==> src/rtl/snake_pkg.sv <==
// Shared constants and types for the snake board LED matrix path.
package snake_pkg;

   localparam int MATRIX_ROWS = 8;
   localparam int MATRIX_COLS = 16;

   typedef logic [MATRIX_COLS-1:0] row_pixels_t;

   typedef enum logic [0:0] {
      BLANK = 1'b0,
      DRIVE = 1'b1
   } scan_state_t;

   localparam logic [MATRIX_ROWS-1:0] ROW_OFF = 8'hFF;
   localparam row_pixels_t            COL_OFF = 16'hFFFF;

   // Active-low one-hot row select for the given row index.
   function automatic logic [MATRIX_ROWS-1:0] row_select_n(input logic [2:0] row);
      return ~(8'b1 << row);
   endfunction

endpackage

==> src/rtl/led_matrix_scanner_frame_buffer_dp.sv <==
// Double-buffered 8x16 framebuffer: writes go to the back bank, reads come from the front bank.
module frame_buffer_dp
   import snake_pkg::*;
(
   input  logic        clk,
   input  logic        rst_n,
   input  logic        front_sel,
   input  logic        wr_en,
   input  logic [2:0]  wr_row,
   input  row_pixels_t wr_data,
   input  logic [2:0]  rd_row,
   output row_pixels_t rd_data
);

   row_pixels_t bank_a [MATRIX_ROWS];
   row_pixels_t bank_b [MATRIX_ROWS];

   // front_sel=0 displays bank A, so the back bank is B.
   always_ff @(posedge clk or negedge rst_n) begin
      if (!rst_n) begin
         for (int i = 0; i < MATRIX_ROWS; i++) begin
            bank_a[i] <= '0;
            bank_b[i] <= '0;
         end
      end else if (wr_en) begin
         if (front_sel) bank_a[wr_row] <= wr_data;
         else           bank_b[wr_row] <= wr_data;
      end
   end

   assign rd_data = front_sel ? bank_b[rd_row] : bank_a[rd_row];

endmodule

==> src/rtl/led_matrix_scanner.sv <==
// Row-multiplexing scan controller for the 8x16 active-low LED matrix with
// blank gaps between rows and frame-boundary buffer swaps.
module led_matrix_scanner
   import snake_pkg::*;
#(
   parameter int DWELL_CYCLES = 1000,
   parameter int BLANK_CYCLES = 4
) (
   input  logic        clk,
   input  logic        rst_n,
   input  logic        wr_en,
   input  logic [2:0]  wr_row,
   input  logic [15:0] wr_data,
   input  logic        swap_req,
   output logic        swap_ack,
   output logic        frame_start,
   output logic [7:0]  output_row,
   output logic [15:0] output_col
);

   localparam int MAX_CYC = (DWELL_CYCLES > BLANK_CYCLES) ? DWELL_CYCLES : BLANK_CYCLES;
   localparam int CNT_W   = (MAX_CYC > 1) ? $clog2(MAX_CYC) : 1;
   localparam logic [CNT_W-1:0] DWELL_LAST = CNT_W'(DWELL_CYCLES - 1);
   localparam logic [CNT_W-1:0] BLANK_LAST = CNT_W'(BLANK_CYCLES - 1);

   scan_state_t      state;
   logic [CNT_W-1:0] cnt;
   logic [2:0]       row;
   logic             front_sel;
   logic             swap_pending;
   row_pixels_t      front_pixels;

   frame_buffer_dp u_fb (
      .clk       (clk),
      .rst_n     (rst_n),
      .front_sel (front_sel),
      .wr_en     (wr_en),
      .wr_row    (wr_row),
      .wr_data   (wr_data),
      .rd_row    (row),
      .rd_data   (front_pixels)
   );

   always_ff @(posedge clk or negedge rst_n) begin
      if (!rst_n) begin
         state        <= BLANK;
         cnt          <= '0;
         row          <= '0;
         front_sel    <= 1'b0;
         swap_pending <= 1'b0;
         swap_ack     <= 1'b0;
         frame_start  <= 1'b0;
         output_row   <= ROW_OFF;
         output_col   <= COL_OFF;
      end else begin
         swap_ack    <= 1'b0;
         frame_start <= 1'b0;
         if (swap_req) swap_pending <= 1'b1;

         unique case (state)
            BLANK: begin
               if (cnt == BLANK_LAST) begin
                  state       <= DRIVE;
                  cnt         <= '0;
                  output_row  <= row_select_n(row);
                  output_col  <= ~front_pixels;
                  frame_start <= (row == 3'd0);
               end else begin
                  cnt <= cnt + CNT_W'(1);
               end
            end
            DRIVE: begin
               if (cnt == DWELL_LAST) begin
                  state      <= BLANK;
                  cnt        <= '0;
                  row        <= row + 3'd1;
                  output_row <= ROW_OFF;
                  output_col <= COL_OFF;
                  // Leaving row 7 is the frame boundary; a request landing on it is honoured here.
                  if (row == 3'd7 && (swap_pending || swap_req)) begin
                     front_sel    <= ~front_sel;
                     swap_pending <= 1'b0;
                     swap_ack     <= 1'b1;
                  end
               end else begin
                  cnt <= cnt + CNT_W'(1);
               end
            end
            default: begin
               state <= BLANK;
               cnt   <= '0;
            end
         endcase
      end
   end

endmodule

==> config.mk <==
export PLATFORM = sky130hd
export DESIGN_NAME = led_matrix_scanner
export DESIGN_NICKNAME = d
export VERILOG_FILES = /design/src/rtl/snake_pkg.sv /design/src/rtl/led_matrix_scanner_frame_buffer_dp.sv /design/src/rtl/led_matrix_scanner.sv
export SDC_FILE = /design/constraint.sdc
export NUM_CORES = 1
export LEC_CHECK = 0
export ABC_AREA = 1
export ABC_CLOCK_PERIOD_IN_PS = 1550
export CAP_MARGIN = 10
export CORE_MARGIN = 4
export CORE_UTILIZATION = 45
export CTS_BUF_LIST = sky130_fd_sc_hd__clkbuf_8
export DETAILED_ROUTE_END_ITERATION = 12
export REMOVE_ABC_BUFFERS = 1
export SYNTH_ARGS = -nofsm -noshare
export SYNTH_HDL_FRONTEND = slang
export SYNTH_HIERARCHICAL = 1
export SYNTH_SLANG_ARGS = --single-unit
==> constraint.sdc <==
create_clock -name clk -period 1.55 [get_ports clk]
set_input_delay 0.3875 -clock clk [delete_from_list [all_inputs] [get_ports clk]]
set_output_delay 0.3875 -clock clk [all_outputs]
set_load 0.03 [all_outputs]
==> results of run 1 <==
stage by stage:
stage                     total power, mW  setup TNS (ns)  worst slack [ns]  area [um2]
after floorplan                      9.70         -152.12             -3.37       14000
after global placement               10.3          -82.10            -0.411       16200
after detailed placement             10.4          -88.60            -0.455       16200
after CTS                            17.6           -4.44            -0.166       18300
after global routing                 18.4           -6.98            -0.225       18900
final                                17.6           -3.82            -0.156       18900
routing by layer:
metal	GRT usage, %	share of wire [%]	vias to the layer above
li1	-	-	6269
met1	35.5	45	6295
met2	39.2	45	451
met3	3.93	6.4	89
met4	7.62	3.2	2
met5	0	0.037	-
power groups by stage:
stage	Clock (mW)	Sequential (mW)	Combinational, mW
finish	7.21	8.74	1.62
global route	7.73	8.81	1.87
CTS	7.34	8.72	1.58
detailed placement	0	8.85	1.53
global placement	0	8.83	1.49
floorplan	0	8.77	0.929
flip-flops by register name (all words and copies together), names as in the netlist:
signal,flops
swap_pending,1
front_sel,1
output_row,8
output_col,16
frame_start,1
u_fb/bank_a,128
cnt,10
u_fb/bank_b,128
row,3
swap_ack,1
state,1
kinds of logic (layout without fill, tap and decap cells):
group	count (synthesis)	after routing
compound gates	260	260
xor+xnor	8	8
fa+ha+maj	7	7
buf+inv	396	565
flops	298	298
simple gates	961	961
Yosys cell counts, drive strengths merged, types with 4 or more instances:
| library cell | n |
|---|---|
| nand2 | 624 |
| nand3 | 236 |
| xor2 | 7 |
| nand4 | 6 |
| ha | 7 |
| nor2 | 85 |
| dfrtp | 274 |
| dfstp | 24 |
| o21ai | 259 |
| buf | 75 |
| nor3 | 4 |
| clkbuf | 51 |
| or2 | 6 |
| inv | 270 |
cell type report:
class | count | share of cell area [%]
Inverter | 270 | 5.56
Multi-Input combinational cell | 1236 | 32.1
Tap cell | 402 | 2.66
Timing Repair Buffer | 198 | 14.5
Clock inverter | 30 | 0.694
Sequential cell | 298 | 39.6
Clock buffer | 67 | 4.87
worst paths after layout:
check | startpoint | end | slack, ns | cells after the start
setup / recovery | row[0]$_DFFE_PN0P_ | output_col[10]$_DFFE_PN1P_ | -0.16 | 11
setup reg to reg | row[0]$_DFFE_PN0P_ | output_col[10]$_DFFE_PN1P_ | -0.16 | 11
hold reg to reg | output_row[5]$_DFFE_PN1P_ | output_row[5]$_DFFE_PN1P_ | 0.47 | 2
max in group asynchronous | rst_n | cnt[5]$_DFF_PN0_ | 0.59 | 3
min in group clk | output_row[5]$_DFFE_PN1P_ | output_row[5]$_DFFE_PN1P_ | 0.47 | 2
hold / removal | rst_n | u_fb/bank_a[14]$_DFFE_PN0P_ | 0.21 | 2
cell usage in the layout (no fill, tap or decap), types with 4 or more instances in the layout:
cell / count
buf_12: 50
nand3_2: 59
ha_4: 5
buf_4: 71
clkbuf_8: 67
dfrtp_1: 270
nand4_1: 5
nor2_4: 9
buf_16: 17
inv_1: 284
nor2_2: 20
o21ai_1: 36
nand2_1: 580
dfstp_2: 24
nand2_2: 38
clkbuf_16: 4
buf_8: 5
nand2_4: 6
nand3_1: 174
xor2_1: 7
clkinv_2: 5
o21ai_0: 222
nor2_1: 56
buf_6: 27
clkdlybuf4s50_1: 21
worst max-delay path: stages (launching register included):
cell and delay [ns]:
dfrtp_4 0.50, buf_12 0.17, buf_12 0.13, bufbuf_16 0.27
nand2_1 0.07, nand3_1 0.07, nand3_1 0.09, nand3_1 0.08
nand2_2 0.09, nand2_2 0.06, nand2_2 0.06, nand2_1 0.04
timing repair:
| item | in CTS | in global routing |
|---|---|---|
| gates resized for setup | 136 | 107 |
| setup buffers | 14 | 12 |
| endpoints found under the setup margin | 69 | 67 |
| cloned | 16 | 5 |
| hold buffers | 1 | 0 |
| pin swaps | 65 | 63 |
| endpoints found under the hold margin | 274 | 0 |
==> metrics.md, run 1 <==
| Metric | Value |
|---|---|
| Number of global-route vias before repair | `12400` |
| XOR/XNOR share of the synthesized area | `0.482%` |
| Layout cells sized above 1 | `20.7%` |
| Register share of total power | `49.7%` |
| Worst vdd ir | `0.000591 V` |
| Hold WS | `0.212 ns` |
| CTS Sinks | `298` |
| Multiplexer share of the synthesized area | `0%` |
| I/O pins | `49` |
| Fmax | `0.586 GHz` |
| Slew Limit Fails | `0` |
| RSZ-0062 raised after global routing | `true` |
| Clk pwr share | `41.0%` |
| Register area share after synthesis | `51.5%` |
| Maximum root-to-sink buffer count | `3` |
| Max Fanout on Critical Path | `11` |
| Max cap viols | `0` |
| Iter 0 DRT Violations | `1116` |
| Finished Layout Cells | `2501` |
| Leak | `9.23 nW` |
| Number of synthesized register bits | `298` |
| Antenna cells | `0` |
| CTS tree | `built` |
| Chip Height | `188 um` |
| Largest family of logic cells by synthesized area | `simple AND/OR/NAND/NOR gates` |
| Total wire length | `45800 um` |
| Outcome | `finished with violations` |
| Synth Area in Compound Gates | `8.95%` |
| Total GRT Usage | `24.8%` |
| Tightest Pin Transition | `0.494 ns` |
| Post-synthesis adder-cell area fraction | `0.603%` |
| Crit end category | `flop` |
| Final Util | `59.7%` |
| Num CTS Buffers | `54` |
| Area grow syn2layout | `30.2%` |
| Fillcell total | `2871` |
| GPL Wtd Cong | `0.834` |
| Port Buffer Count | `48` |
| DIE WIDTH | `188 um` |
| Area of the multi-input gates | `0.00608 mm2` |
| Crit path required time | `2.07 ns` |
| Inst Count DP | `2356` |
| Worst setup SP type | `flop` |
| Synth Cell Area | `0.0145 mm2` |
| Cells after Synth | `1930` |
| Fin crit share | `110%` |
| DRC Markers | `0` |
| Clk slew on worst S/H paths | `0.06 ns` |
| Die ar. | `0.0352 mm2` |
| Top cells by area, synth | `dfrtp_1 47%, nand2_1 16%, nand3_1 8.1%` |
| DRT Pass-1 Iters | `5` |
| Largest net degree at the start of global routing | `77` |
| Initial Utilization | `45.8%` |
| Final WS setup | `-0.156 ns` |
| DRT antenna net count | `0` |
| Num rows | `65` |
| EDFF count, synth | `0` |
| Initial antenna violation count | `1` |
| Failing checks | `negative setup slack` |
| HPWL after DPL | `25500 um` |
| Worst path arrival time | `2.23 ns` |
| Skew final | `0.0236 ns` |
| # H-tree levels | `2` |
| Worst Hold Class | `input port to async pin` |
| Remaining Overflow, GRT | `0` |
| Synth unique cells | `29` |
| Final Hold Violating Endpoints | `0` |
| Setup-failing EPs final | `46` |
| Clock latency at the later pin of the worst-skew pair | `0.60 ns` |
| Core ar. | `0.0317 mm2` |
| Via count | `13100` |
| Synth Area in Simple Gates | `27.4%` |
| Logic pwr share | `9.2%` |
| Seq. cell area | `0.00749 mm2` |
| P_sw | `4.64 mW` |
| Sw Ratio | `26.4%` |
| Post-layout min period | `1.71 ns` |
| Setup CP Type | `flop to flop` |
| WL/cell | `18.3 um` |
| Post-synth top area cell | `dfrtp_1` |
| Ys flop type | `dfrtp_1` |
| Mean Syn Cell Area | `7.53 um2` |
| Synth Warn # | `6` |
| Root Buffer | `clkbuf_8` |
| Power Density | `929 mW/mm2` |
| Top cell type's share of synthesized area | `47.2%` |
| Nets | `2088` |
| Via/cell ratio | `5.24` |
| Post-synthesis async set-or-reset flop share | `100%` |
| First-pass GRT wire length | `69800 um` |
| Pint | `12.9 mW` |
| Max_slew headroom | `67.0%` |
No activity file was read; power rests on OpenSTA's default activity.
==> run 2: changes to the inputs <==
--- a/config.mk
+++ b/config.mk
@@ -5,11 +5,10 @@
 export SDC_FILE = /design/constraint.sdc
 export NUM_CORES = 1
 export LEC_CHECK = 0
-export ABC_AREA = 1
 export ABC_CLOCK_PERIOD_IN_PS = 1550
 export CAP_MARGIN = 10
 export CORE_MARGIN = 4
-export CORE_UTILIZATION = 45
+export CORE_UTILIZATION = 36
 export CTS_BUF_LIST = sky130_fd_sc_hd__clkbuf_8
 export DETAILED_ROUTE_END_ITERATION = 12
 export REMOVE_ABC_BUFFERS = 1
==> run 2 against run 1 <==
Effect of this change: the flow still finishes with violations (negative setup slack); core utilization shrank 9.9 points; clock skew is 0.014 ns higher; fmax fell by 12%; first-iteration DRC count decreased by 60%; hold slack improved by 0.055 ns; largest cell class unchanged; highest routed layer is now met4.
==> metrics.md, run 2 <==
| Metric | Value |
|---|---|
| Worst path cell trace | `or4_4 -> nor4b_4 -> nand2b_4 -> buf_12 -> mux2_2` |
| Antenna cells | `0 (unchanged)` |
| CTS Sinks | `298 (unchanged)` |
| Clock latency at the later pin of the worst-skew pair | `0.58 ns (-0.02 ns)` |
| Post-synthesis async set-or-reset flop share | `100% (unchanged)` |
| Post-route cell area | `0.0183 mm2 (-3.1%)` |
| Clk pwr share | `33.4% (-7.6 points)` |
| Final WS setup | `-0.398 ns (-0.242 ns)` |
| EDFF count, synth | `0 (unchanged)` |
| Num CTS Buffers | `51 (-5.6%)` |
| M3 GR Usage | `3.02% (-0.91 points)` |
| Register area share after synthesis | `55.3% (+3.8 points)` |
| Core ar. | `0.0369 mm2 (+16%)` |
| Via/cell ratio | `5.16 (-1.6%)` |
| DRT Pass-1 Iters | `5 (unchanged)` |
| Power Density | `1150 mW/mm2 (+24%)` |
| Post-layout min period | `1.95 ns (+0.242 ns)` |
| Area grow syn2layout | `35.3%` |
| Commonest cells in the netlist | `274 x dfrtp_1, 271 x mux2_2, 44 x mux4_2` |
| WL/cell | `22.1 um (+21%)` |
| Die ar. | `0.0408 mm2 (+16%)` |
| Biggest regs | `u_fb/bank_a: 128 flops, u_fb/bank_b: 128 flops, output_col: 16 flops` |
| Max stage delay cell, worst path | `or4_4` |
| Root Buffer | `clkbuf_8` |
| Final Hold Violating Endpoints | `0 (unchanged)` |
| Fmax | `0.513 GHz (-12%)` |
| Max_slew headroom | `71.9% (+4.8 points)` |
| Nets | `1125 (-46%)` |
| Worst Hold Class | `input port to async pin` |
| DRT antenna net count | `0 (unchanged)` |
| Iter 0 DRT Violations | `443 (-60%)` |
| Maximum root-to-sink buffer count | `3 (unchanged)` |
| I/O pins | `49 (unchanged)` |
| Setup-failing EPs final | `301 (+550%)` |
| Worst setup SP type | `flop` |
| Total wire length | `36300 um (-21%)` |
| Max Fanout on Critical Path | `10 (-1)` |
| Ys flop type | `dfrtp_1` |
| Logic pwr share | `18.1% (+8.9 points)` |
| Chip Height | `202 um (+7.6%)` |
| RSZ-0062 raised after global routing | `true` |
| DIE WIDTH | `202 um (+7.6%)` |
| Post-synth top area cell | `dfrtp_1` |
| Synth Cell Area | `0.0135 mm2 (-6.8%)` |
| Fin crit share | `126% (+16 points)` |
| Sw Ratio | `24.7% (-1.7 points)` |
| CTS tree | `built` |
| DRC Markers | `0 (unchanged)` |
| First-pass GRT wire length | `56400 um (-19%)` |
| Synth unique cells | `48 (+66%)` |
| Pint | `15.8 mW (+22%)` |
| # H-tree levels | `2 (unchanged)` |
| Number of synthesized register bits | `298 (unchanged)` |
| Via count | `8457 (-35%)` |
| Remaining Overflow, GRT | `0 (unchanged)` |
| Tightest Pin Transition | `0.417 ns (-0.0769 ns)` |
| Critical path's largest stage delay | `0.55 ns (+0.05 ns)` |
| Leading cell type in the layout, fill and taps excluded | `dfrtp_1` |
| M1 GR Usage | `26.3% (-9.2 points)` |
| Crit end category | `flop` |
| Skew final | `0.0371 ns (+0.0136 ns)` |
| Most numerous cell in the Yosys netlist | `dfrtp_1` |
| GPL Wtd Cong | `0.739 (-11%)` |
| Mean Syn Cell Area | `14.8 um2 (+97%)` |
| P_sw | `5.20 mW (+12%)` |
| Crit path required time | `2.02 ns (-0.05 ns)` |
| Register share of total power | `48.6% (-1.1 points)` |
| Final Util | `49.7% (-9.9 points)` |
| Layout cells sized above 1 | `56.5% (+36 points)` |
| Outcome | `finished with violations` |
| Port Buffer Count | `48 (unchanged)` |
| Worst path arrival time | `2.42 ns (+0.19 ns)` |
| Setup CP Type | `flop to flop` |
| Number of global-route vias before repair | `9190 (-26%)` |
| Initial antenna violation count | `0 (-1)` |
| Failing checks | `negative setup slack` |
| Met2 Usage GRT | `27.2% (-12 points)` |
| Slew Limit Fails | `0 (unchanged)` |
| Worst vdd ir | `0.000589 V (-0.46%)` |
| Largest net degree at the start of global routing | `66 (-14%)` |
| Clk slew on worst S/H paths | `0.06 ns (about the same)` |
| Synth Warn # | `6 (unchanged)` |
| Leak | `8.00 nW (-13%)` |
| Total GRT Usage | `17.6% (-7.2 points)` |
| Top cells by area, synth | `dfrtp_1 51%, mux2_2 23%, mux4_2 7.3%` |
| Most frequent cells in the layout | `271 x dfrtp_1, 182 x mux2_4, 101 x mux2_2` |
| Area after DPL | `0.0156 mm2 (-3.6%)` |
| Top cell type's share of synthesized area | `50.6% (+3.5 points)` |
| Top Usage Layer GRT | `met2` |
| Cells after Synth | `913 (-53%)` |
| Num rows | `70 (+7.7%)` |
| HPWL after DPL | `20200 um (-21%)` |
| Initial Utilization | `36.7% (-9.1 points)` |
| Max cap viols | `0 (unchanged)` |
[run 2: changes by cell type after synthesis, sizes merged, moves of 10 or more]
cell     delta
mux2      +286
o221ai     +10
mux2i      +15
a2bb2oi    +17
clkbuf     -28
nand3     -231
a22oi      +16
mux4       +44
o21ai     -243
nor2       -46
inv       -264
buf        -30
nand2b     +10
nand2     -601
[run 2: per-stage QoR]
step           setup WS [ns]  hold WS (ns)  std cells  total power [mW]  TNS [ns]
2_1_floorplan          -1.41        0.0919        845              12.2   -145.87
3_3_place_gp          -0.572         0.258       1502              13.1   -143.68
3_5_place_dp          -0.591         0.253       1502              13.3   -144.40
4_1_cts               -0.418         0.246       1644              21.1    -51.06
5_1_grt               -0.466         0.261       1640              22.1    -54.35
6_report              -0.398         0.267       1640              21.0    -42.16
[run 2: cell type report]
class | instances | area, um2
clock inverters | 30 | 150
fillers | 3115 | 18500
flip-flops and latches | 298 | 7490
clock buffers | 64 | 881
well taps | 504 | 631
repair buffers | 197 | 2570
multi-input cells | 541 | 6580
inverters | 6 | 22.5
[run 2: worst paths after layout]
| path | cells past startpoint | to | from | slack, ns |
|---|---|---|---|---|
| worst min-delay path | 2 | cnt[3]$_DFF_PN0_ | rst_n | 0.27 |
| min in group clk | 1 | u_fb/bank_b[120]$_DFFE_PN0P_ | u_fb/bank_b[120]$_DFFE_PN0P_ | 0.50 |
| max in group asynchronous | 3 | output_col[9]$_DFFE_PN1P_ | rst_n | 0.60 |
| worst max register to register | 5 | output_row[1]$_DFFE_PN1P_ | cnt[6]$_DFF_PN0_ | -0.40 |
| worst max-delay path | 5 | output_row[1]$_DFFE_PN1P_ | cnt[6]$_DFF_PN0_ | -0.40 |
| worst min register to register | 1 | u_fb/bank_b[120]$_DFFE_PN0P_ | u_fb/bank_b[120]$_DFFE_PN0P_ | 0.50 |
[run 2: per-layer routing]
layer / vias to the layer above / share of wire (%)
met4: 0 / 1.3
met5: - / 0
li1: 3745 / -
met1: 4500 / 48
met2: 176 / 46
met3: 36 / 5.0
[run 2: power groups by stage]
stage	combinational [mW]	sequential, mW	clock [mW]
after floorplan	2.17	10.0	0
after global placement	2.94	10.2	0
after detailed placement	3.03	10.2	0
after CTS	3.66	10.2	7.23
after global routing	4.07	10.4	7.62
final	3.80	10.2	7.02
[run 2: critical path: cells and delay by family (launching register included)]
kind	cells	cell delay, ns
and+or+nand+nor	3	1.01
muxes	1	0.33
buffers and inverters	1	0.13
DFF	1	0.37
[run 2: repair_timing]
action                                  in CTS  in global routing
gates cloned                                17                  0
setup buffers                               30                  9
endpoints found under the setup margin     319                311
endpoints found under the hold margin      174                  0
pin swaps                                   12                 14
gates resized for setup                    230                 92
hold buffers                                 1                  0
[run 2: kinds of logic (layout without fill, tap and decap cells)]
group / after synthesis / after routing / synth area share (%)
compound gates: 73 / 73 / 4.01
xor+xnor: 9 / 9 / 0.582
fa+ha+maj: 7 / 7 / 0.647
buf+inv: 74 / 297 / 2.78
flops: 298 / 298 / 55.3
mux: 345 / 345 / 32.5
simple gates: 107 / 107 / 4.21
==> run 3: changes to the inputs <==
--- a/config.mk
+++ b/config.mk
@@ -5,7 +5,7 @@
 export SDC_FILE = /design/constraint.sdc
 export NUM_CORES = 1
 export LEC_CHECK = 0
-export ABC_CLOCK_PERIOD_IN_PS = 1550
+export ABC_CLOCK_PERIOD_IN_PS = 2500
 export CAP_MARGIN = 10
 export CORE_MARGIN = 4
 export CORE_UTILIZATION = 36
==> constraint.sdc (replaced) <==
create_clock -name clk -period 2.5 [get_ports clk]
set_input_delay 0.625 -clock clk [delete_from_list [all_inputs] [get_ports clk]]
set_output_delay 0.625 -clock clk [all_outputs]
set_load 0.03 [all_outputs]
==> run 3 against run 2 <==
Effect of this change: the run now ends clean; first-iteration DRC count unchanged; die area unchanged; critical path depth down 4; power fell by 41%; routed wire length fell by 12%; combinational power decreased by 52%; critical path type is now flop to output pin; highest routed layer unchanged.
==> metrics.md, run 3 (synthesis results as in run 2) <==
| Metric | Value |
|---|---|
| First-pass GRT wire length | `50900 um (-9.7%)` |
| Total wire length | `32100 um (-12%)` |
| Nets | `1032 (-8.3%)` |
| Initial antenna violation count | `0 (unchanged)` |
| RSZ-0062 raised after global routing | `false` |
| Antenna cells | `0 (unchanged)` |
| Num CTS Buffers | `52 (+2.0%)` |
| Final Util | `43.5% (-6.3 points)` |
| Max Fanout on Critical Path | `2 (-8)` |
| Fillcell total | `3341 (+7.3%)` |
| Top Usage Layer GRT | `met2` |
| Post-layout min period | `2.43 ns` |
| Area after DPL | `0.0150 mm2 (-4.1%)` |
| Num rows | `70 (unchanged)` |
| Worst path cell trace | `clkdlybuf4s50_1` |
| Area of the multi-input gates | `0.00569 mm2 (-13%)` |
| Number of global-route vias before repair | `8509 (-7.4%)` |
| Crit end category | `output pin` |
| DIE WIDTH | `202 um (unchanged)` |
| Layout cells sized above 1 | `47.7% (-8.8 points)` |
| Sw Ratio | `24.8% (+0.12 points)` |
| Via count | `7924 (-6.3%)` |
| Tightest Pin Transition | `0.814 ns (+0.396 ns)` |
| M1 GR Usage | `23.2% (-3.1 points)` |
| Area grow syn2layout | `18.3%` |
| Critical path's largest stage delay | `0.67 ns (+0.12 ns)` |
| Core ar. | `0.0369 mm2 (unchanged)` |
| Met2 Usage GRT | `24.5% (-2.7 points)` |
| Worst vdd ir | `0.000359 V (-39%)` |
| Chip Height | `202 um (unchanged)` |
| Power Total | `12.4 mW (-41%)` |
| Port Buffer Count | `48 (unchanged)` |
| Max stage delay cell, worst path | `clkdlybuf4s50_1` |
| Fmax | `0.412 GHz` |
| Setup-failing EPs final | `0 (-100%)` |
| Worst path arrival time | `1.80 ns (-0.62 ns)` |
| Maximum root-to-sink buffer count | `3 (unchanged)` |
| CP top delay family | `buffers and inverters` |
| Post-CTS setup buffer count | `0 (-100%)` |
| Fin crit share | `97.1%` |
| CTS Sinks | `298 (unchanged)` |
| Seq. cell area | `0.00749 mm2 (unchanged)` |
| Die ar. | `0.0408 mm2 (unchanged)` |
| HPWL after DPL | `20300 um (+0.34%)` |
| Crit path required time | `1.88 ns (-0.14 ns)` |
| Slew Limit Fails | `0 (unchanged)` |
| I/O pins | `49 (unchanged)` |
| # H-tree levels | `2 (unchanged)` |
| Remaining Overflow, GRT | `0 (unchanged)` |
| Worst Hold Class | `flop to flop` |
| Worst setup SP type | `flop` |
| DRT Pass-1 Iters | `4 (-1)` |
| M3 GR Usage | `2.82% (-0.19 points)` |
| Root Buffer | `clkbuf_8` |
| Total GRT Usage | `15.9% (-1.7 points)` |
| WL/cell | `20.8 um (-6.0%)` |
| Setup CP Type | `flop to output pin` |
| Final Hold Violating Endpoints | `0 (unchanged)` |
| Clock latency at the later pin of the worst-skew pair | `0.61 ns (+0.03 ns)` |
| Outcome | `complete, no violations` |
| Via/cell ratio | `5.14 (-0.41%)` |
| Power Density | `777 mW/mm2 (-32%)` |
| Skew final | `0.0330 ns (-0.00415 ns)` |
| DRT antenna net count | `0 (unchanged)` |
| CTS tree | `built` |
| Biggest regs | `u_fb/bank_a: 128 flops, u_fb/bank_b: 128 flops, output_col: 16 flops` |
| GPL Wtd Cong | `0.743 (+0.65%)` |
| Max cap viols | `0 (unchanged)` |
| Largest net degree at the start of global routing | `59 (-11%)` |
| Post-route cell area | `0.0160 mm2 (-13%)` |
| Clk pwr share | `34.9% (+1.5 points)` |
| Max_slew headroom | `45.5% (-26 points)` |
| Logic pwr share | `14.6% (-3.5 points)` |
| Most frequent cells in the layout | `271 x mux2_2, 271 x dfrtp_1, 63 x clkbuf_8` |
| Clk slew on worst S/H paths | `0.06 ns (about the same)` |
| Register share of total power | `50.5% (+1.9 points)` |
| Buffers and inverters on the worst path | `1 (unchanged)` |
| DRC Markers | `0 (unchanged)` |
| Leak | `6.69 nW (-16%)` |
| P_sw | `3.09 mW (-41%)` |
| Iter 0 DRT Violations | `443 (unchanged)` |
| Pint | `9.36 mW (-41%)` |
| Initial Utilization | `36.7% (unchanged)` |
==> run 3: changes by cell type in the layout (fill, tap and decap cells not counted), sizes merged <==
cell / previous run / this run
buf: 168 / 55
bufbuf: 2 / 0
clkbuf: 69 / 63
clkdlybuf4s50: 21 / 42
clkinv: 2 / 4
clkinvlp: 1 / 0
dlygate4sd2: 0 / 3
dlymetal6s2s: 0 / 2
inv: 32 / 29
==> run 3: power by group through the flow <==
stage	combinational (mW)	sequential, mW	clock, mW
2_1_floorplan	1.35	6.21	0
3_3_place_gp	1.78	6.32	0
3_5_place_dp	1.84	6.35	0
4_1_cts	1.84	6.28	4.49
5_1_grt	2.00	6.39	4.69
6_report	1.82	6.28	4.35
==> run 3: stage by stage <==
step / instances / hold slack [ns] / setup TNS, ns / setup WS, ns
6_report: 1543 / 0.461 / 0 / 0.0713
5_1_grt: 1543 / 0.489 / 0 / 0.00705
4_1_cts: 1543 / 0.464 / 0 / 0.00279
3_5_place_dp: 1451 / 0.457 / 0 / 0.0850
3_3_place_gp: 1451 / 0.448 / 0 / 0.100
2_1_floorplan: 845 / 0.329 / -9.67 / -0.464
==> run 3: worst reg2reg max path, stage by stage (launching register included) <==
cell and delay, ns:
dfrtp_1 0.42, or4_4 0.57, nor4b_4 0.27, nand2b_2 0.28, buf_4 0.31, a2bb2oi_1 0.22
==> run 3: metal layers <==
| layer | part of all wire [%] | routed length (um) |
|---|---|---|
| met5 | 0 | 0 |
| met4 | 2.0 | 634 |
| met3 | 3.8 | 1230 |
| met2 | 45 | 14600 |
| met1 | 49 | 15700 |
==> run 3: layout make-up <==
| class | count | area share [%] |
|---|---|---|
| Clock inverter | 28 | 0.945 |
| Multi-Input combinational cell | 541 | 35.5 |
| Clock buffer | 63 | 5.41 |
| Tap cell | 504 | 3.94 |
| Timing Repair Buffer | 103 | 7.27 |
| Sequential cell | 298 | 46.8 |
| Inverter | 6 | 0.141 |
==> run 3: path summary, 6_finish.rpt <==
kind | slack (ns) | startpoint | endpoint | cells past startpoint
max | 0.07 | output_col[0]$_DFFE_PN1P_ | output_col[0] | 1
min | 0.46 | cnt[0]$_DFF_PN0_ | cnt[0]$_DFF_PN0_ | 1
max reg2reg | 0.35 | cnt[6]$_DFF_PN0_ | output_col[3]$_DFFE_PN1P_ | 5
min reg2reg | 0.46 | cnt[0]$_DFF_PN0_ | cnt[0]$_DFF_PN0_ | 1
max in group asynchronous | 1.26 | rst_n | output_col[13]$_DFFE_PN1P_ | 3
min in group asynchronous | 0.54 | rst_n | cnt[7]$_DFF_PN0_ | 2
==> run 3: repair_timing <==
item,CTS,global route
hold buffers,1,0
setup endpoints to repair,3,2
endpoints found under the hold margin,38,0
gates resized for setup,3,2
